==> config.mk <==
export PLATFORM = sky130hd
export DESIGN_NAME = l1_miss_controller_flat
export DESIGN_NICKNAME = d
export VERILOG_FILES = /design/src/rtl/cache_pkg.sv /design/src/rtl/l1_miss_controller_if.sv /design/src/rtl/sat_counter.sv /design/src/rtl/l1_miss_controller.sv /design/src/flat_wrapper.sv
export SDC_FILE = /design/constraint.sdc
export NUM_CORES = 1
export LEC_CHECK = 0
export CAP_MARGIN = 20
export CELL_PAD_IN_SITES_DETAIL_PLACEMENT = 1
export CELL_PAD_IN_SITES_GLOBAL_PLACEMENT = 1
export CORE_ASPECT_RATIO = 1.1
export CORE_MARGIN = 1
export CORE_UTILIZATION = 49
export CTS_BUF_LIST = sky130_fd_sc_hd__clkbuf_16
export DETAILED_ROUTE_END_ITERATION = 12
export DONT_BUFFER_PORTS = 1
export PLACE_DENSITY = 0.77
export SYNTH_ARGS = -nofsm -noshare
export SYNTH_HDL_FRONTEND = slang
export SYNTH_SLANG_ARGS = --single-unit
==> constraint.sdc <==
create_clock -name clk -period 6.75 [get_ports clk]
set_input_delay 0.675 -clock clk [delete_from_list [all_inputs] [get_ports clk]]
set_output_delay 0.675 -clock clk [all_outputs]
set_load 0.01 [all_outputs]
==> src/rtl/cache_pkg.sv <==
// Shared definitions for the L1 miss controller slice.
// Contents:
//   DEF_*       default widths/geometry used by the interface and the controller
//   OFFSET_W    word-offset width inside a block for the default geometry
//   ctrlState_t controller state enumeration
package cache_pkg;

    localparam int DEF_ADDR_W          = 16;
    localparam int DEF_DATA_W          = 16;
    localparam int DEF_CNT_W           = 16;
    localparam int OFFSET_W            = 2;
    localparam int DEF_WORDS_PER_BLOCK = 1 << OFFSET_W;

    typedef enum logic [2:0] {
        IDLE       = 3'd0,
        LOOKUP     = 3'd1,
        CHECK      = 3'd2,
        REFILL_REQ = 3'd3,
        REFILL_WR  = 3'd4,
        WR_L1      = 3'd5,
        WR_MEM     = 3'd6
    } ctrlState_t;

endpackage

==> src/rtl/l1_miss_controller_if.sv <==
// Bus bundle between the miss controller and its environment.
// Groups:
//   cpu_*      single-word request/done handshake from the CPU side
//   l1_*       Data_L1 read and write ports
//   mem_*      next-level memory request/ack port
//   hit_count / miss_count  statistics
// Modports:
//   master  controller side (drives cpu responses, L1 and memory requests)
//   slave   environment side (CPU, Data_L1 and memory)
interface l1_miss_controller_if
    import cache_pkg::*;
#(
    parameter int ADDR_W = DEF_ADDR_W,
    parameter int DATA_W = DEF_DATA_W,
    parameter int CNT_W  = DEF_CNT_W
);
    logic              cpu_req;
    logic              cpu_we;
    logic [ADDR_W-1:0] cpu_addr;
    logic [DATA_W-1:0] cpu_wdata;
    logic              cpu_ready;
    logic              cpu_done;
    logic [DATA_W-1:0] cpu_rdata;

    logic [ADDR_W-1:0] l1_raddr;
    logic              l1_read;
    logic [DATA_W-1:0] l1_rdata;
    logic              l1_rhit;
    logic [ADDR_W-1:0] l1_waddr;
    logic [DATA_W-1:0] l1_wdata;
    logic              l1_write;
    logic              l1_whit;

    logic              mem_req;
    logic              mem_we;
    logic [ADDR_W-1:0] mem_addr;
    logic [DATA_W-1:0] mem_wdata;
    logic [DATA_W-1:0] mem_rdata;
    logic              mem_ack;

    logic [CNT_W-1:0]  hit_count;
    logic [CNT_W-1:0]  miss_count;

    modport master (
        input  cpu_req, cpu_we, cpu_addr, cpu_wdata,
        output cpu_ready, cpu_done, cpu_rdata,
        output l1_raddr, l1_read, l1_waddr, l1_wdata, l1_write,
        input  l1_rdata, l1_rhit, l1_whit,
        output mem_req, mem_we, mem_addr, mem_wdata,
        input  mem_rdata, mem_ack,
        output hit_count, miss_count
    );

    modport slave (
        output cpu_req, cpu_we, cpu_addr, cpu_wdata,
        input  cpu_ready, cpu_done, cpu_rdata,
        input  l1_raddr, l1_read, l1_waddr, l1_wdata, l1_write,
        output l1_rdata, l1_rhit, l1_whit,
        input  mem_req, mem_we, mem_addr, mem_wdata,
        output mem_rdata, mem_ack,
        input  hit_count, miss_count
    );

endinterface

==> src/rtl/sat_counter.sv <==
// Saturating up-counter used for the hit/miss statistics.
// Ports:
//   clk    rising-edge clock
//   rst    asynchronous active-high reset (clears the count)
//   inc    add one this cycle unless already all-ones
//   count  registered count value
module sat_counter #(
    parameter int CNT_W = 16
) (
    input  logic             clk,
    input  logic             rst,
    input  logic             inc,
    output logic [CNT_W-1:0] count
);

    logic [CNT_W-1:0] countReg;

    // Count register: holds at all-ones instead of wrapping.
    always_ff @(posedge clk or posedge rst) begin
        if (rst) begin
            countReg <= {CNT_W{1'b0}};
        end else if (inc && (countReg != {CNT_W{1'b1}})) begin
            countReg <= countReg + CNT_W'(1);
        end else begin
            countReg <= countReg;
        end
    end

    assign count = countReg;

endmodule

==> src/rtl/l1_miss_controller.sv <==
// Sequencing controller in front of Data_L1.
// Accepts one CPU read/write at a time, looks it up in Data_L1, refills a
// whole block from next-level memory on a read miss and then replays the
// read. Writes go to Data_L1 (which only updates on a hit) and always
// through to memory. Read hits/misses are counted with saturating counters.
// Ports:
//   clk    rising-edge clock
//   reset  asynchronous active-high reset; aborts any refill or memory access
//   bus    l1_miss_controller_if.master (cpu_*, l1_*, mem_*, hit/miss counts)
// All bus outputs are registered.
module l1_miss_controller
    import cache_pkg::*;
#(
    parameter int ADDR_W          = DEF_ADDR_W,
    parameter int DATA_W          = DEF_DATA_W,
    parameter int WORDS_PER_BLOCK = DEF_WORDS_PER_BLOCK,
    parameter int CNT_W           = DEF_CNT_W
) (
    input  logic                 clk,
    input  logic                 reset,
    l1_miss_controller_if.master bus
);

    localparam int                 offsetW = $clog2(WORDS_PER_BLOCK);
    localparam logic [offsetW-1:0] lastIdx = offsetW'(WORDS_PER_BLOCK - 1);

    ctrlState_t        state,      nextState;
    logic [ADDR_W-1:0] addrReg,    nAddr;
    logic [DATA_W-1:0] wdataReg,   nWdata;
    logic [offsetW-1:0] idxReg,    nIdx;
    logic              replayReg,  nReplay;

    logic              readyReg,   nReady;
    logic              doneReg,    nDone;
    logic [DATA_W-1:0] rdataReg,   nRdata;
    logic              l1ReadReg,  nL1Read;
    logic [ADDR_W-1:0] l1RaddrReg, nL1Raddr;
    logic              l1WriteReg, nL1Write;
    logic [ADDR_W-1:0] l1WaddrReg, nL1Waddr;
    logic [DATA_W-1:0] l1WdataReg, nL1Wdata;
    logic              memReqReg,  nMemReq;
    logic              memWeReg,   nMemWe;
    logic [ADDR_W-1:0] memAddrReg, nMemAddr;
    logic [DATA_W-1:0] memWdataReg, nMemWdata;

    logic              hitInc;
    logic              missInc;
    logic [CNT_W-1:0]  hitCount;
    logic [CNT_W-1:0]  missCount;

    // Block base bits of the captured address; only the index field below
    // them moves during a refill, so the top block never carries out.
    logic [ADDR_W-offsetW-1:0] blockTag;
    assign blockTag = addrReg[ADDR_W-1:offsetW];

    // State and registered outputs.
    always_ff @(posedge clk or posedge reset) begin
        if (reset) begin
            state       <= IDLE;
            addrReg     <= {ADDR_W{1'b0}};
            wdataReg    <= {DATA_W{1'b0}};
            idxReg      <= {offsetW{1'b0}};
            replayReg   <= 1'b0;
            readyReg    <= 1'b1;
            doneReg     <= 1'b0;
            rdataReg    <= {DATA_W{1'b0}};
            l1ReadReg   <= 1'b0;
            l1RaddrReg  <= {ADDR_W{1'b0}};
            l1WriteReg  <= 1'b0;
            l1WaddrReg  <= {ADDR_W{1'b0}};
            l1WdataReg  <= {DATA_W{1'b0}};
            memReqReg   <= 1'b0;
            memWeReg    <= 1'b0;
            memAddrReg  <= {ADDR_W{1'b0}};
            memWdataReg <= {DATA_W{1'b0}};
        end else begin
            state       <= nextState;
            addrReg     <= nAddr;
            wdataReg    <= nWdata;
            idxReg      <= nIdx;
            replayReg   <= nReplay;
            readyReg    <= nReady;
            doneReg     <= nDone;
            rdataReg    <= nRdata;
            l1ReadReg   <= nL1Read;
            l1RaddrReg  <= nL1Raddr;
            l1WriteReg  <= nL1Write;
            l1WaddrReg  <= nL1Waddr;
            l1WdataReg  <= nL1Wdata;
            memReqReg   <= nMemReq;
            memWeReg    <= nMemWe;
            memAddrReg  <= nMemAddr;
            memWdataReg <= nMemWdata;
        end
    end

    // Next state plus the next value of every registered output. Outputs are
    // computed for the state being entered so they are valid in that state.
    always_comb begin
        nextState = state;
        nAddr     = addrReg;
        nWdata    = wdataReg;
        nIdx      = idxReg;
        nReplay   = replayReg;
        nReady    = readyReg;
        nDone     = 1'b0;
        nRdata    = rdataReg;
        nL1Read   = 1'b0;
        nL1Raddr  = l1RaddrReg;
        nL1Write  = 1'b0;
        nL1Waddr  = l1WaddrReg;
        nL1Wdata  = l1WdataReg;
        nMemReq   = memReqReg;
        nMemWe    = memWeReg;
        nMemAddr  = memAddrReg;
        nMemWdata = memWdataReg;
        hitInc    = 1'b0;
        missInc   = 1'b0;

        case (state)
            IDLE: begin
                if (bus.cpu_req) begin
                    nAddr   = bus.cpu_addr;
                    nWdata  = bus.cpu_wdata;
                    nReady  = 1'b0;
                    nReplay = 1'b0;
                    if (bus.cpu_we) begin
                        nextState = WR_L1;
                        nL1Write  = 1'b1;
                        nL1Waddr  = bus.cpu_addr;
                        nL1Wdata  = bus.cpu_wdata;
                    end else begin
                        nextState = LOOKUP;
                        nL1Read   = 1'b1;
                        nL1Raddr  = bus.cpu_addr;
                    end
                end else begin
                    nextState = IDLE;
                end
            end

            LOOKUP: begin
                nextState = CHECK;
            end

            CHECK: begin
                // A replay completes regardless of hit so a misbehaving L1
                // cannot trap the controller in a refill loop.
                if (bus.l1_rhit || replayReg) begin
                    nextState = IDLE;
                    nDone     = 1'b1;
                    nReady    = 1'b1;
                    nRdata    = bus.l1_rdata;
                    hitInc    = bus.l1_rhit & ~replayReg;
                end else begin
                    missInc   = 1'b1;
                    nIdx      = {offsetW{1'b0}};
                    nextState = REFILL_REQ;
                    nMemReq   = 1'b1;
                    nMemWe    = 1'b0;
                    nMemAddr  = {blockTag, {offsetW{1'b0}}};
                end
            end

            REFILL_REQ: begin
                if (bus.mem_ack) begin
                    nMemReq   = 1'b0;
                    nextState = REFILL_WR;
                    nL1Write  = 1'b1;
                    nL1Waddr  = {blockTag, idxReg};
                    nL1Wdata  = bus.mem_rdata;
                end else begin
                    nextState = REFILL_REQ;
                end
            end

            REFILL_WR: begin
                if (idxReg == lastIdx) begin
                    nIdx      = {offsetW{1'b0}};
                    nReplay   = 1'b1;
                    nextState = LOOKUP;
                    nL1Read   = 1'b1;
                    nL1Raddr  = addrReg;
                end else begin
                    nIdx      = idxReg + offsetW'(1);
                    nextState = REFILL_REQ;
                    nMemReq   = 1'b1;
                    nMemWe    = 1'b0;
                    nMemAddr  = {blockTag, idxReg + offsetW'(1)};
                end
            end

            WR_L1: begin
                nextState = WR_MEM;
                nMemReq   = 1'b1;
                nMemWe    = 1'b1;
                nMemAddr  = addrReg;
                nMemWdata = wdataReg;
            end

            WR_MEM: begin
                if (bus.mem_ack) begin
                    nMemReq   = 1'b0;
                    nMemWe    = 1'b0;
                    nDone     = 1'b1;
                    nReady    = 1'b1;
                    nextState = IDLE;
                end else begin
                    nextState = WR_MEM;
                end
            end

            default: begin
                nextState = IDLE;
                nReady    = 1'b1;
                nMemReq   = 1'b0;
                nMemWe    = 1'b0;
            end
        endcase
    end

    sat_counter #(.CNT_W(CNT_W)) u_hitCounter (
        .clk   (clk),
        .rst   (reset),
        .inc   (hitInc),
        .count (hitCount)
    );

    sat_counter #(.CNT_W(CNT_W)) u_missCounter (
        .clk   (clk),
        .rst   (reset),
        .inc   (missInc),
        .count (missCount)
    );

    assign bus.cpu_ready  = readyReg;
    assign bus.cpu_done   = doneReg;
    assign bus.cpu_rdata  = rdataReg;
    assign bus.l1_read    = l1ReadReg;
    assign bus.l1_raddr   = l1RaddrReg;
    assign bus.l1_write   = l1WriteReg;
    assign bus.l1_waddr   = l1WaddrReg;
    assign bus.l1_wdata   = l1WdataReg;
    assign bus.mem_req    = memReqReg;
    assign bus.mem_we     = memWeReg;
    assign bus.mem_addr   = memAddrReg;
    assign bus.mem_wdata  = memWdataReg;
    assign bus.hit_count  = hitCount;
    assign bus.miss_count = missCount;

endmodule
==> src/flat_wrapper.sv <==
// flat-port wrapper written by rule: the top's interface ports become plain ports
module l1_miss_controller_flat import cache_pkg::*;
#(
    parameter int ADDR_W          = DEF_ADDR_W,
    parameter int DATA_W          = DEF_DATA_W,
    parameter int WORDS_PER_BLOCK = DEF_WORDS_PER_BLOCK,
    parameter int CNT_W           = DEF_CNT_W
)
  (clk, reset, bus_cpu_req, bus_cpu_we, bus_cpu_addr, bus_cpu_wdata, bus_cpu_ready, bus_cpu_done, bus_cpu_rdata, bus_l1_raddr, bus_l1_read, bus_l1_waddr, bus_l1_wdata, bus_l1_write, bus_l1_rdata, bus_l1_rhit, bus_l1_whit, bus_mem_req, bus_mem_we, bus_mem_addr, bus_mem_wdata, bus_mem_rdata, bus_mem_ack, bus_hit_count, bus_miss_count);
  l1_miss_controller_if #(.ADDR_W(ADDR_W), .DATA_W(DATA_W), .CNT_W(CNT_W)) bus_i ();
  input  logic clk;
  input  logic reset;
  input wire logic [$bits(bus_i.cpu_req)-1:0] bus_cpu_req;
  input wire logic [$bits(bus_i.cpu_we)-1:0] bus_cpu_we;
  input wire logic [$bits(bus_i.cpu_addr)-1:0] bus_cpu_addr;
  input wire logic [$bits(bus_i.cpu_wdata)-1:0] bus_cpu_wdata;
  output wire logic [$bits(bus_i.cpu_ready)-1:0] bus_cpu_ready;
  output wire logic [$bits(bus_i.cpu_done)-1:0] bus_cpu_done;
  output wire logic [$bits(bus_i.cpu_rdata)-1:0] bus_cpu_rdata;
  output wire logic [$bits(bus_i.l1_raddr)-1:0] bus_l1_raddr;
  output wire logic [$bits(bus_i.l1_read)-1:0] bus_l1_read;
  output wire logic [$bits(bus_i.l1_waddr)-1:0] bus_l1_waddr;
  output wire logic [$bits(bus_i.l1_wdata)-1:0] bus_l1_wdata;
  output wire logic [$bits(bus_i.l1_write)-1:0] bus_l1_write;
  input wire logic [$bits(bus_i.l1_rdata)-1:0] bus_l1_rdata;
  input wire logic [$bits(bus_i.l1_rhit)-1:0] bus_l1_rhit;
  input wire logic [$bits(bus_i.l1_whit)-1:0] bus_l1_whit;
  output wire logic [$bits(bus_i.mem_req)-1:0] bus_mem_req;
  output wire logic [$bits(bus_i.mem_we)-1:0] bus_mem_we;
  output wire logic [$bits(bus_i.mem_addr)-1:0] bus_mem_addr;
  output wire logic [$bits(bus_i.mem_wdata)-1:0] bus_mem_wdata;
  input wire logic [$bits(bus_i.mem_rdata)-1:0] bus_mem_rdata;
  input wire logic [$bits(bus_i.mem_ack)-1:0] bus_mem_ack;
  output wire logic [$bits(bus_i.hit_count)-1:0] bus_hit_count;
  output wire logic [$bits(bus_i.miss_count)-1:0] bus_miss_count;
  assign bus_i.cpu_req = bus_cpu_req;
  assign bus_i.cpu_we = bus_cpu_we;
  assign bus_i.cpu_addr = bus_cpu_addr;
  assign bus_i.cpu_wdata = bus_cpu_wdata;
  assign bus_cpu_ready = bus_i.cpu_ready;
  assign bus_cpu_done = bus_i.cpu_done;
  assign bus_cpu_rdata = bus_i.cpu_rdata;
  assign bus_l1_raddr = bus_i.l1_raddr;
  assign bus_l1_read = bus_i.l1_read;
  assign bus_l1_waddr = bus_i.l1_waddr;
  assign bus_l1_wdata = bus_i.l1_wdata;
  assign bus_l1_write = bus_i.l1_write;
  assign bus_i.l1_rdata = bus_l1_rdata;
  assign bus_i.l1_rhit = bus_l1_rhit;
  assign bus_i.l1_whit = bus_l1_whit;
  assign bus_mem_req = bus_i.mem_req;
  assign bus_mem_we = bus_i.mem_we;
  assign bus_mem_addr = bus_i.mem_addr;
  assign bus_mem_wdata = bus_i.mem_wdata;
  assign bus_i.mem_rdata = bus_mem_rdata;
  assign bus_i.mem_ack = bus_mem_ack;
  assign bus_hit_count = bus_i.hit_count;
  assign bus_miss_count = bus_i.miss_count;
  l1_miss_controller #(.ADDR_W(ADDR_W), .DATA_W(DATA_W), .WORDS_PER_BLOCK(WORDS_PER_BLOCK), .CNT_W(CNT_W)) u_core (.clk(clk), .reset(reset), .bus(bus_i));
endmodule
### Word level (Yosys, flattened, before mapping)

Index checks and enable logic that the tools add are counted.

| operators by class | value |
|---|---|
| reductions and logical operators | 22 |
| equality and inequality tests | 19 |
| add/sub/neg operators | 3 |
| bitwise logic cells | 5 |
| muxes and demuxes | 52 |

Operators by type and width:

| kind | number |
|---|---|
| 16-bit 2-to-1 mux | 11 |
| 16-bit one-hot mux with 2 select lines | 3 |
| 16-bit one-hot mux with 3 select lines | 1 |
| 16-bit by 1-bit adder with 16-bit output (second input constant) | 2 |
| 16-bit inequality test (second input constant) | 2 |
| 3-bit one-hot mux with 7 select lines | 1 |
| 1-bit 2-to-1 mux | 20 |
| 4-bit AND reduction | 5 |
| 2-bit inequality test (second input constant) | 7 |
| 3-bit 2-to-1 mux | 4 |
| 1-bit one-hot mux with 5 select lines | 2 |
| 3-bit == test (second input constant) | 3 |
| 2-bit 2-to-1 mux | 4 |
| 1-bit one-hot mux with 2 select lines | 4 |
| 3-bit by 2-bit == test with 1-bit output (second input constant) | 2 |
| 2-bit by 1-bit inequality test with 1-bit output (second input constant) | 3 |
| 2-bit AND reduction | 3 |
| 3-bit AND reduction | 2 |
| 2-bit nonzero test | 3 |
| 1-bit NOT | 4 |
| 1-bit one-hot mux with 4 select lines | 1 |
| 2-bit one-hot mux with 2 select lines | 1 |
| 2-bit OR reduction | 2 |
| 4-bit OR reduction | 1 |
| 9 further kinds | 10 |

| word-level totals | value |
|---|---|
| input bits | 71 |
| output and inout bits | 134 |
| logic and storage cells | 120 |
| register bits after elaboration | 172 |

### Longest topological paths before layout

Gate-level depths: netlist (run 1).

| depth | value |
|---|---|
| depth after elaboration | 5 |
| mapped depth | 8 |

### Hierarchy

A second synthesis (run 1) with hierarchy kept.

| unflattened totals | value |
|---|---|
| cell total of the unflattened synthesis | 602 |
| area total of the unflattened synthesis | 7,706.1 sq um |

By module, submodules not included:

| module | times used | area an instance (sq um) | cells each |
|---|---|---|---|
| l1_miss_controller | 1 | 6,094.6 | 460 |
| sat_counter | 2 | 805.8 | 71 |

### Worst setup path before layout (run 1)

No wires, ideal clock.

| timing | value |
|---|---|
| kind | input-to-reg |
| from | input bus_l1_rhit |
| to | register u_core.memAddrReg[0] (netlist: u_core.bus.mem_addr[0]) |
| path slack | 4.876 ns |
| required time | 6.625 ns |
| cell stages on the path | 5 |
| buffers on the path | 1 |
| arrival time | 1.750 ns |
| cell sequence | nor2_1 > nor3_1 > nor2_2 > buf_6 > mux2_2 |

| on the way | value |
|---|---|
| cells in the longest elaborated chain, start to end | 3 |

Ends and longest elaborated chain:

| item | RTL line | RTL |
|---|---|---|
| start, declared | flat_wrapper.sv:26 | `input wire logic [$bits(bus_i.l1_rhit)-1:0] bus_l1_rhit;` |
| 1-bit logical OR | l1_miss_controller.sv:149 | `if (bus.l1_rhit \|\| replayReg) begin` |
| 2-bit inequality test (no line) | - |  |
| 3-bit AND reduction (no line) | - |  |
| end signal, assigned | l1_miss_controller.sv:74 | `memAddrReg <= {ADDR_W{1'b0}};` |
| end signal, assigned | l1_miss_controller.sv:92 | `memAddrReg <= nMemAddr;` |
| end, declared | l1_miss_controller.sv:43 | `logic [ADDR_W-1:0] memAddrReg, nMemAddr;` |

No other way between the ends.
A chain may end at the register's enable or synchronous reset.

### Worst setup path after layout (run 1)

| timing | value |
|---|---|
| from | register u_core.state[2] |
| to | register u_core.l1WaddrReg[1] (netlist: u_core.bus.l1_waddr[1]) |

| on the way | value |
|---|---|
| cells in the longest elaborated chain, start to end | 3 |
| elaborated cells between the ends (all ways) | 8 |
| classes of those cells | 4 x eq/ne; 1 x mux; 3 x reduce/logical |

Ends and longest elaborated chain:

| item | RTL line | RTL |
|---|---|---|
| start, declared | l1_miss_controller.sv:27 | `ctrlState_t state, nextState;` |
| start signal, assigned | l1_miss_controller.sv:77 | `state <= nextState;` |
| 3-bit by 2-bit == test with 1-bit output / 3-bit zero test (equally long branches) | l1_miss_controller.sv:120 | `case (state)` |
| 2-bit inequality test (no line) / 2-bit nonzero test (equally long branches) | - |  |
| 4-bit AND reduction (no line) | - |  |
| end signal, assigned | l1_miss_controller.sv:70 | `l1WaddrReg <= {ADDR_W{1'b0}};` |
| end signal, assigned | l1_miss_controller.sv:88 | `l1WaddrReg <= nL1Waddr;` |
| end, declared | l1_miss_controller.sv:39 | `logic [ADDR_W-1:0] l1WaddrReg, nL1Waddr;` |

Parallel ways exist; a longest one is shown, timed or not.

==> reports/metrics.csv, run 1 <==
metric,value,unit
Bufs on Longest Clock Path,2,
skew final,0.005950,ns
n_diodes,0,
vias in the first global route,5466,
Critical-path top delay cell,dfrtp_1,
critical path type,flip-flop to flip-flop,
CP max stage delay,0.78,ns
"Max FO, Critical Path",49,
R2R depth,5,
final worst setup slack,3.897,ns
clock root buffer,clkbuf_16,
layout cells sized above 1,15.05,%
DRC Markers,0,
Setup TNS,0,ns
Inserted Clock Buffers,17,
Worst Path Required,7.03,ns
post-route ant nets,0,
final setup fails,0,
RePlAce Congestion,0.8155,
RSZ-0062 raised after global routing,false,
Max Cap Viol,0,
wire per inst,21.07,um
crit path launch type,flip-flop,
synth warn,0,
Worst Max-Slew Pin Slew,0.9659,ns
Power Density,486.6,nW/um^2
Leak,3.800,nW
IO Port Bufs,0,
ys async rst share,100.0,%
total grt overflow,0,
Worst Hold Class,input port to asynchronous set/reset pin,
min Tclk post-route,2.853,ns
Die W,119.5,um
crit share post-route,42.27,%
via count,4949,
TritonCTS clock tree,built,
initial antenna violation count,0,
DRT Wirelength,18180,um
"Reg clk slew, reported paths",0.06,ns
CTS H-tree lvls,4,
"Top FF cell, synth",dfrtp_1,
FF/Latch Area,4305,sq um
IO Count,205,
Mapped Cells,665,
initial drt markers,218,
Crit path arrival time,3.13,ns
drt pass-1 iters,4,
largest net degree at the start of global routing,90,
Final HPWL DP,12020,um
area of the multi-input gates,2937,sq um
global-route wire length before repair,29460,um
worst skew pair latency,0.43,ns
reg-to-reg critical path startpoint,u_core.state[2]$_DFF_PP0_,
status,"complete, no violations",
die extent in y,131.3,um
P&R area growth vs syn,10.19,%
Post-CTS Hold Fix Bufs,0,
max_slew headroom,35.01,%
Final Hold Vio Count,0,
worst vdd ir,0.1853,mV
initial core utilization,50.92,%
"Distinct cells, synth",41,
Reg2Reg Setup Slack,3.90,ns
"EDFF count, synth",0,
Nets,733,
FILL cells,1545,
PostCTS Resize Cnt,0,
area of the die,15690,sq um
final slew viol count,0,
Setup WS pre-CTS,3.660,ns
crit-path cells,and3b_2 -> buf_12 -> a22oi_2 -> buf_4 -> o21ai_0,
syn_nets,739,
Rows,46,
Post-CTS Setup Inserts,0,
gr usage total,24.31,%
r2r endpoint,u_core.bus.l1_waddr[1]$_DFFE_PP0P_,
vias per cell,5.735,
FMAX,0.3505,GHz
Post-Synthesis Cell Area,7443,sq um
CTS sink cnt,172,
Yosys reg bits,172,
sequential share of the synthesized area,57.84,%
Mapped Avg Cell Area,11.19,sq um
Worst Setup End Kind,flip-flop,
core area,14620,sq um
-- cells by family (layout without fill, tap and decap cells) --
| kind of cell | count (synthesis) | in the layout | synth area share [%] |
|---|---|---|---|
| flops | 172 | 172 | 57.84 |
| compound gates | 77 | 77 | 5.867 |
| buf+inv | 43 | 49 | 2.942 |
| simple gates | 243 | 243 | 15.28 |
| mux | 102 | 102 | 14.62 |
| fa+ha+maj | 3 | 3 | 0.5043 |
| xor+xnor | 25 | 25 | 2.942 |
-- synthesized netlist by cell type, drive strengths merged, types with 2 or more instances --
library cell	count	area (sq um)
dfrtp	171	4279
nand2	143	536.8
mux2	54	608.1
mux2i	48	480.5
o21ai	43	215.2
nor2	28	107.6
xor2	25	219.0
a21oi	22	110.1
buf	21	136.4
clkbuf	15	56.30
nand4	12	75.07
nor3	12	60.06
nor4	12	75.07
nand3	10	50.05
inv	7	26.28
nor3b	7	68.82
and3	5	31.28
nand2b	5	31.28
a22o	3	26.28
ha	3	37.54
and4	2	17.52
nor4b	2	32.53
o22ai	2	12.51
-- area by class of cell --
| type | count | share of cell area [%] |
|---|---|---|
| timing repair buffer | 11 | 1.495 |
| clock buffer | 17 | 5.187 |
| inverter | 7 | 0.3814 |
| sequential | 172 | 52.49 |
| tap | 192 | 2.929 |
| multi-input combinational | 450 | 35.80 |
| clock inverter | 14 | 1.709 |
-- power by group --
part / total [mW] / leakage (nW) / switching (mW) / internal (mW)
Combinational: 1.04 / 1.35 / 0.563 / 0.472
Clock: 0.962 / 0.296 / 0.394 / 0.568
Sequential: 1.99 / 2.16 / 0.537 / 1.46
Total: 3.99 / 3.80 / 1.49 / 2.50
-- per-stage QoR --
stage | utilization (%) | instance area, sq um | cells | power (mW) | hold slack (ns)
2_1_floorplan | - | 7443 | 665 | 2.704 | 0.4417
3_3_place_gp | 51.81 | 7574 | 829 | 2.927 | 0.4545
3_5_place_dp | 51.81 | 7574 | 829 | 3.033 | 0.4614
4_1_cts | 55.67 | 8139 | 860 | 4.015 | 0.2727
5_1_grt | 56.10 | 8202 | 863 | 4.228 | 0.2913
6_report | 56.10 | 8202 | 863 | 3.991 | 0.2438
-- placed cells by master, fill, tap and decap left out, types with 3 or more instances in the layout --
master / netlist / routed
nor2_1: 27 / 27
inv_1: 7 / 11
ha_1: 3 / 3
xor2_1: 25 / 25
nand2b_1: 5 / 5
nor3b_1: 5 / 5
bufinv_16: 0 / 3
and3_1: 5 / 5
nand4_1: 12 / 12
nor4_1: 12 / 12
nor3_1: 12 / 11
mux2i_1: 48 / 48
clkinv_2: 0 / 4
nand3_1: 10 / 10
clkbuf_16: 0 / 17
dfrtp_1: 171 / 171
a22o_1: 3 / 3
a21oi_1: 22 / 22
mux2_2: 54 / 54
o21ai_0: 43 / 43
nand2_1: 143 / 143
buf_4: 0 / 8
-- worst max-delay path: cells and delay by family, from the launching register on --
kind                   cells  cell delay, ns
AND/OR/NAND/NOR            1            0.39
buffers and inverters      2            0.75
flip-flops                 1            0.78
AO/OA/AOI/OAI              2            0.74
-- routing by layer --
layer / share of wire, % / global-route usage [%]
met1: 39 / 27.71
met3: 7.2 / 8.507
met5: 0 / 0
met2: 52 / 41.49
met4: 1.4 / 9.444
-- worst max-delay path by stage --
stage	slack [ns]	startpoint	depth (start not counted)	endpoint
2_1_floorplan	1.42	reset	1	u_core.addrReg[0]$_DFFE_PP0P_
3_3_place_gp	3.82	u_core.state[0]$_DFF_PP0_	5	u_core.bus.l1_waddr[3]$_DFFE_PP0P_
3_5_place_dp	3.66	u_core.state[2]$_DFF_PP0_	4	u_core.bus.l1_waddr[13]$_DFFE_PP0P_
4_1_cts	3.65	u_core.state[2]$_DFF_PP0_	4	u_core.bus.l1_waddr[1]$_DFFE_PP0P_
5_1_grt	3.72	u_core.state[2]$_DFF_PP0_	5	u_core.bus.l1_waddr[1]$_DFFE_PP0P_
6_report	3.90	u_core.state[2]$_DFF_PP0_	5	u_core.bus.l1_waddr[1]$_DFFE_PP0P_
Note: power is estimated with default switching activity, not from simulation.
==> inputs of run 2 (changes only) <==
Clock period 6.75 ns to 2.8 ns, I/O delays scaled along.
==> reports/metrics.csv, run 2 (synthesis results as in run 1) <==
metric,value,unit,change
status,"finished, violations left",,
failing checks,negative hold slack,,
TritonCTS clock tree,built,,
die extent in y,131.3,um,unchanged
DRC Markers,0,,unchanged
Final HPWL DP,12270,um,+2.1%
worst hold-check slack,-0.08088,ns,-0.3247 ns
IO Port Bufs,0,,unchanged
worst skew pair latency,0.43,ns,about the same
Worst Hold Class,input port to asynchronous set/reset pin,,
vias in the first global route,5876,,+7.5%
crit-path cells,and3b_2 -> buf_4 -> mux2i_1 -> o21ai_0,,
worst vdd ir,0.5393,mV,+190%
crit share post-route,81.63,%,+39 points
Non-Filler Instances,912,,+5.7%
Critical-path top delay cell,dfrtp_1,,
initial drt markers,235,,+7.8%
DRT Wirelength,19420,um,+6.8%
core area,14620,sq um,unchanged
Worst Setup End Kind,flip-flop,,
area of the die,15690,sq um,unchanged
Max Cap Viol,0,,unchanged
Rows,46,,unchanged
placed cells,835,,+0.72%
Critical path origin,u_core.state[0]$_DFF_PP0_,,
largest net degree at the start of global routing,173,,+92%
Final Hold Vio Count,29,,+29
Die W,119.5,um,unchanged
M3 GR Usage,7.335,%,-1.2 points
Reg2Reg Setup Slack,0.51,ns,-3.38 ns
Bufs on Longest Clock Path,2,,unchanged
Crit path arrival time,2.57,ns,-0.56 ns
post-route ant nets,0,,unchanged
Setup TNS,0,ns,unchanged
initial antenna violation count,0,,unchanged
"Reg clk slew, reported paths",0.06,ns,about the same
CTS H-tree lvls,4,,unchanged
Most Crowded Layer GR,met2,,
RePlAce Congestion,0.8202,,+0.58%
final slew viol count,0,,unchanged
most frequent cells in the layout,"dfrtp_1 (171), nand2_1 (143), mux2_2 (54)",,
total grt overflow,0,,unchanged
RSZ-0062 raised after global routing,false,,
Worst Path Required,3.08,ns,-3.95 ns
"most common cell after layout, fill and taps aside",dfrtp_1,,
Worst Max-Slew Pin Slew,0.9903,ns,+0.02438 ns
layout cells sized above 1,14.17,%,-0.89 points
Nets,783,,+6.8%
Inserted Clock Buffers,17,,unchanged
skew final,0.008691,ns,+0.002741 ns
crit path launch type,flip-flop,,
drt pass-1 iters,4,,unchanged
global-route wire length before repair,31550,um,+7.1%
GRT met1 Usage,28.59,%,+0.88 points
critical path type,flip-flop to flip-flop,,
via count,5213,,+5.3%
max_slew headroom,33.98,%,-1.0 points
CP max stage delay,0.73,ns,-0.05 ns
reg-to-reg critical path startpoint,u_core.state[0]$_DFF_PP0_,,
M2 GR Usage,45.54,%,+4.0 points
n_diodes,0,,unchanged
"Max FO, Critical Path",24,,-51%
vias per cell,5.716,,-0.33%
clock root buffer,clkbuf_16,,
wire per inst,21.29,um,+1.1%
r2r endpoint,u_core.bus.l1_wdata[10]$_DFFE_PP0P_,,
Post-CTS Setup Inserts,0,,unchanged
R2R depth,4,,-1
Leak,3.980,nW,+4.7%
initial core utilization,50.92,%,unchanged
FMAX,0.4375,GHz,+25%
Power Density,1114,nW/um^2,+130%
CTS sink cnt,172,,unchanged
gr usage total,25.78,%,+1.5 points
min Tclk post-route,2.286,ns,-0.5674 ns
final setup fails,0,,unchanged
IO Count,205,,unchanged
P&R area growth vs syn,16.37,%,
[run 2: changes by cell type in the layout (fill, tap and decap cells not counted), sizes merged]
| cell | previous run | this run |
|---|---|---|
| clkinvlp | 1 | 3 |
| dlygate4sd3 | 0 | 47 |
| buf | 11 | 14 |
| inv | 12 | 9 |
[run 2: power by group]
part	internal (mW)	switching, mW
combinational	1.16	1.37
sequential	3.51	1.30
clock	1.37	0.932
total	6.04	3.61
[run 2: how the worst max path moves through the flow]
stage,to,slack [ns],depth (start not counted)
2_1_floorplan,u_core.addrReg[0]$_DFFE_PP0P_,0.32,1
3_3_place_gp,u_core.bus.l1_waddr[2]$_DFFE_PP0P_,0.68,4
3_5_place_dp,u_core.bus.l1_wdata[3]$_DFFE_PP0P_,0.55,4
4_1_cts,u_core.bus.l1_wdata[3]$_DFFE_PP0P_,0.51,4
5_1_grt,u_core.bus.l1_wdata[3]$_DFFE_PP0P_,0.35,4
6_report,u_core.bus.l1_wdata[10]$_DFFE_PP0P_,0.51,4
[run 2: stage by stage]
step / total power, mW / setup slack [ns] / hold WS, ns / cell area [sq um] / utilization (%)
after CTS: 9.713 / 0.5136 / 0.001140 / 8662 / 59.25
after global routing: 10.21 / 0.3541 / 0.008720 / 8662 / 59.25
after floorplan: 6.520 / 0.3241 / 0.3854 / 7447 / -
after global placement: 7.083 / 0.6841 / 0.3880 / 7630 / 52.19
after detailed placement: 7.336 / 0.5490 / 0.3933 / 7630 / 52.19
final: 9.650 / 0.5144 / -0.08088 / 8662 / 59.25
[run 2: what timing repair did]
action,in CTS,in global routing
endpoints found under the hold margin,47,0
gates resized for setup,0,0
hold buffers,47,0
[run 2: layer usage]
| layer | wire (um) | vias to the layer above |
|---|---|---|
| met5 | 0 | - |
| met4 | 558 | 0 |
| met3 | 1130 | 40 |
| met2 | 10150 | 156 |
| met1 | 7579 | 2652 |
| li1 | - | 2365 |
[run 2: area by class of cell]
class / instances / area [sq um]
Tap cell: 192 / 240.2
Fill cell: 1527 / 5957
Clock buffer: 17 / 425.4
Clock inverter: 13 / 136.4
Multi-Input combinational cell: 450 / 2937
Inverter: 7 / 30.03
Sequential cell: 172 / 4305
Timing Repair Buffer: 61 / 588.1
[run 2: critical path, delay by kind of cell (launching register included)]
| family | cells | cell delay [ns] |
|---|---|---|
| buffers and inverters | 1 | 0.48 |
| AND/OR/NAND/NOR | 1 | 0.52 |
| flip-flops | 1 | 0.73 |
| multiplexers | 1 | 0.28 |
| AO/OA/AOI/OAI | 1 | 0.12 |
==> inputs of run 3 (changes only) <==
Clock period 2.8 ns to 2.2 ns, I/O delays scaled along.
==> reports/metrics.csv, run 3 (synthesis results as in run 1) <==
metric,value,unit,change
"most common cell after layout, fill and taps aside",dfrtp_1,,
worst path bufs/invs,1,,unchanged
crit path launch type,flip-flop,,
Worst Hold Class,input port to flip-flop,,
Top delay family on crit path,simple AND/OR/NAND/NOR gates,,
reg-to-reg critical path startpoint,u_core.u_missCounter.count[0]$_DFFE_PP0P_,,
via count,5348,,+2.6%
largest net degree at the start of global routing,74,,-57%
initial core utilization,50.92,%,unchanged
FMAX,0.4877,GHz,+11%
Critical-path top delay cell,nor4_1,,
Final Hold Vio Count,0,,-100%
Rows,46,,unchanged
crit-path cells,ha_1 -> nand4_1 -> nor4_1 -> buf_4 -> nor2_1 -> mux2_2,,
DRC Markers,0,,unchanged
min Tclk post-route,2.050,ns,-0.2352 ns
final setup fails,0,,unchanged
die extent in y,131.3,um,unchanged
worst skew pair latency,0.44,ns,about the same
area of the die,15690,sq um,unchanged
initial antenna violation count,1,,+1
"Max FO, Critical Path",9,,-63%
Bufs on Longest Clock Path,2,,unchanged
most frequent cells in the layout,"dfrtp_1 (171), nand2_1 (143), dlygate4sd3_1 (56)",,
R2R depth,6,,+2
total power,12.58,mW,+30%
critical path type,flip-flop to flip-flop,,
TritonCTS clock tree,built,,
max_slew headroom,55.83,%,+22 points
final slew viol count,0,,unchanged
RSZ-0062 raised after global routing,false,,
drt pass-1 iters,4,,unchanged
post-route ant nets,0,,unchanged
total grt overflow,0,,unchanged
clock root buffer,clkbuf_16,,
IO Count,205,,unchanged
crit share post-route,93.20,%,+12 points
FILL cells,1537,,+0.65%
"Reg clk slew, reported paths",0.06,ns,about the same
Reg2Reg Setup Slack,0.15,ns,-0.36 ns
placed cells,848,,+1.6%
Leak,4.106,nW,+3.2%
P&R area growth vs syn,20.10,%,
DRT Wirelength,19770,um,+1.8%
Final HPWL DP,12670,um,+3.2%
layout cells sized above 1,16.53,%,+2.4 points
initial drt markers,194,,-17%
Max Cap Viol,0,,unchanged
CTS H-tree lvls,4,,unchanged
Critical path origin,u_core.u_missCounter.count[0]$_DFFE_PP0P_,,
status,"complete, no violations",,
Finished Core Util,61.15,%,+1.9 points
core area,14620,sq um,unchanged
post-route cell area,8940,sq um,+3.2%
IO Port Bufs,0,,unchanged
vias per cell,5.708,,-0.15%
Setup crit end,u_core.u_missCounter.count[1]$_DFFE_PP0P_,,
Power Density,1407,nW/um^2,+26%
CP max stage delay,0.51,ns,-0.22 ns
Die W,119.5,um,unchanged
wire per inst,21.10,um,-0.90%
Post-CTS Setup Inserts,0,,unchanged
Inserted Clock Buffers,17,,unchanged
gr usage total,26.62,%,+0.84 points
RePlAce Congestion,0.7935,,-3.3%
Crit path arrival time,2.36,ns,-0.21 ns
Worst Max-Slew Pin Slew,0.6612,ns,-0.3292 ns
Nets,805,,+2.8%
skew final,0.01490,ns,+0.006211 ns
Post-DP Area,7790,sq um,+2.1%
vias in the first global route,5974,,+1.7%
r2r endpoint,u_core.u_missCounter.count[1]$_DFFE_PP0P_,,
worst vdd ir,0.8111,mV,+50%
CTS sink cnt,172,,unchanged
global-route wire length before repair,32330,um,+2.5%
Non-Filler Instances,937,,+2.7%
worst hold-check slack,0.009339,ns,+0.09022 ns
Worst Setup End Kind,flip-flop,,
Critical Path Stages,6,,+2
Worst Path Required,2.51,ns,-0.57 ns
==> run 3: how the worst min path moves through the flow <==
stage	from	cells past startpoint	endpoint	slack, ns
2_1_floorplan	bus_cpu_addr[10]	2	u_core.addrReg[10]$_DFFE_PP0P_	0.33
3_3_place_gp	reset	1	u_core.wdataReg[8]$_DFFE_PP0P_	0.20
3_5_place_dp	reset	1	u_core.wdataReg[8]$_DFFE_PP0P_	0.21
4_1_cts	bus_cpu_wdata[10]	2	u_core.bus.l1_wdata[10]$_DFFE_PP0P_	0.002
5_1_grt	bus_cpu_addr[15]	2	u_core.bus.l1_raddr[15]$_DFFE_PP0P_	0.01
6_report	bus_cpu_addr[3]	2	u_core.bus.l1_waddr[3]$_DFFE_PP0P_	0.009
==> run 3: worst register-to-register path: cells and delay by family, from the launching register on <==
kind | cells | cell delay [ns]
flip-flops | 1 | 0.45
AND/OR/NAND/NOR | 3 | 0.71
multiplexers | 1 | 0.29
buffers and inverters | 1 | 0.26
adder cells (fa/ha/maj) | 1 | 0.24
==> run 3: stage by stage <==
step	setup TNS [ns]	worst slack, ns
floorplan	-36.91	-0.2159
global placement	0	0.3138
detailed placement	0	0.2198
CTS	0	0.1567
global route	0	0.03180
finish	0	0.1496
==> run 3: layer usage <==
layer / vias to the layer above / global-route usage [%] / routed length, um
li1: 2423 / - / -
met3: 29 / 8.333 / 1191
met2: 148 / 47.14 / 10590
met4: 0 / 10.14 / 398
met5: - / 0 / 0
met1: 2748 / 29.53 / 7592
==> run 3: area by class of cell <==
cell class              instances  area, sq um  area share [%]
clock buffers                  17        425.4           4.759
flip-flops and latches        172         4305           48.16
diodes                          1        2.502         0.02799
repair buffers                 83        838.3           9.377
multi-input cells             450         2937           32.85
inverters                       7        30.03          0.3359
clock inverters                15        161.4           1.805
well taps                     192        240.2           2.687
==> run 3: timing repair <==
| item | 4_1_cts | 5_1_grt |
|---|---|---|
| hold buffers | 56 | 0 |
| gates resized for setup | 0 | 0 |
| setup endpoints to repair | 0 | 0 |
| endpoints found under the hold margin | 95 | 0 |
==> run 3: power breakdown <==
| group | total, mW | switching [mW] | internal (mW) | leakage, nW |
|---|---|---|---|---|
| Clock | 3.01 | 1.32 | 1.69 | 0.279 |
| Sequential | 6.01 | 1.54 | 4.47 | 2.16 |
| Combinational | 3.56 | 1.92 | 1.64 | 1.67 |
| Total | 12.6 | 4.79 | 7.79 | 4.11 |
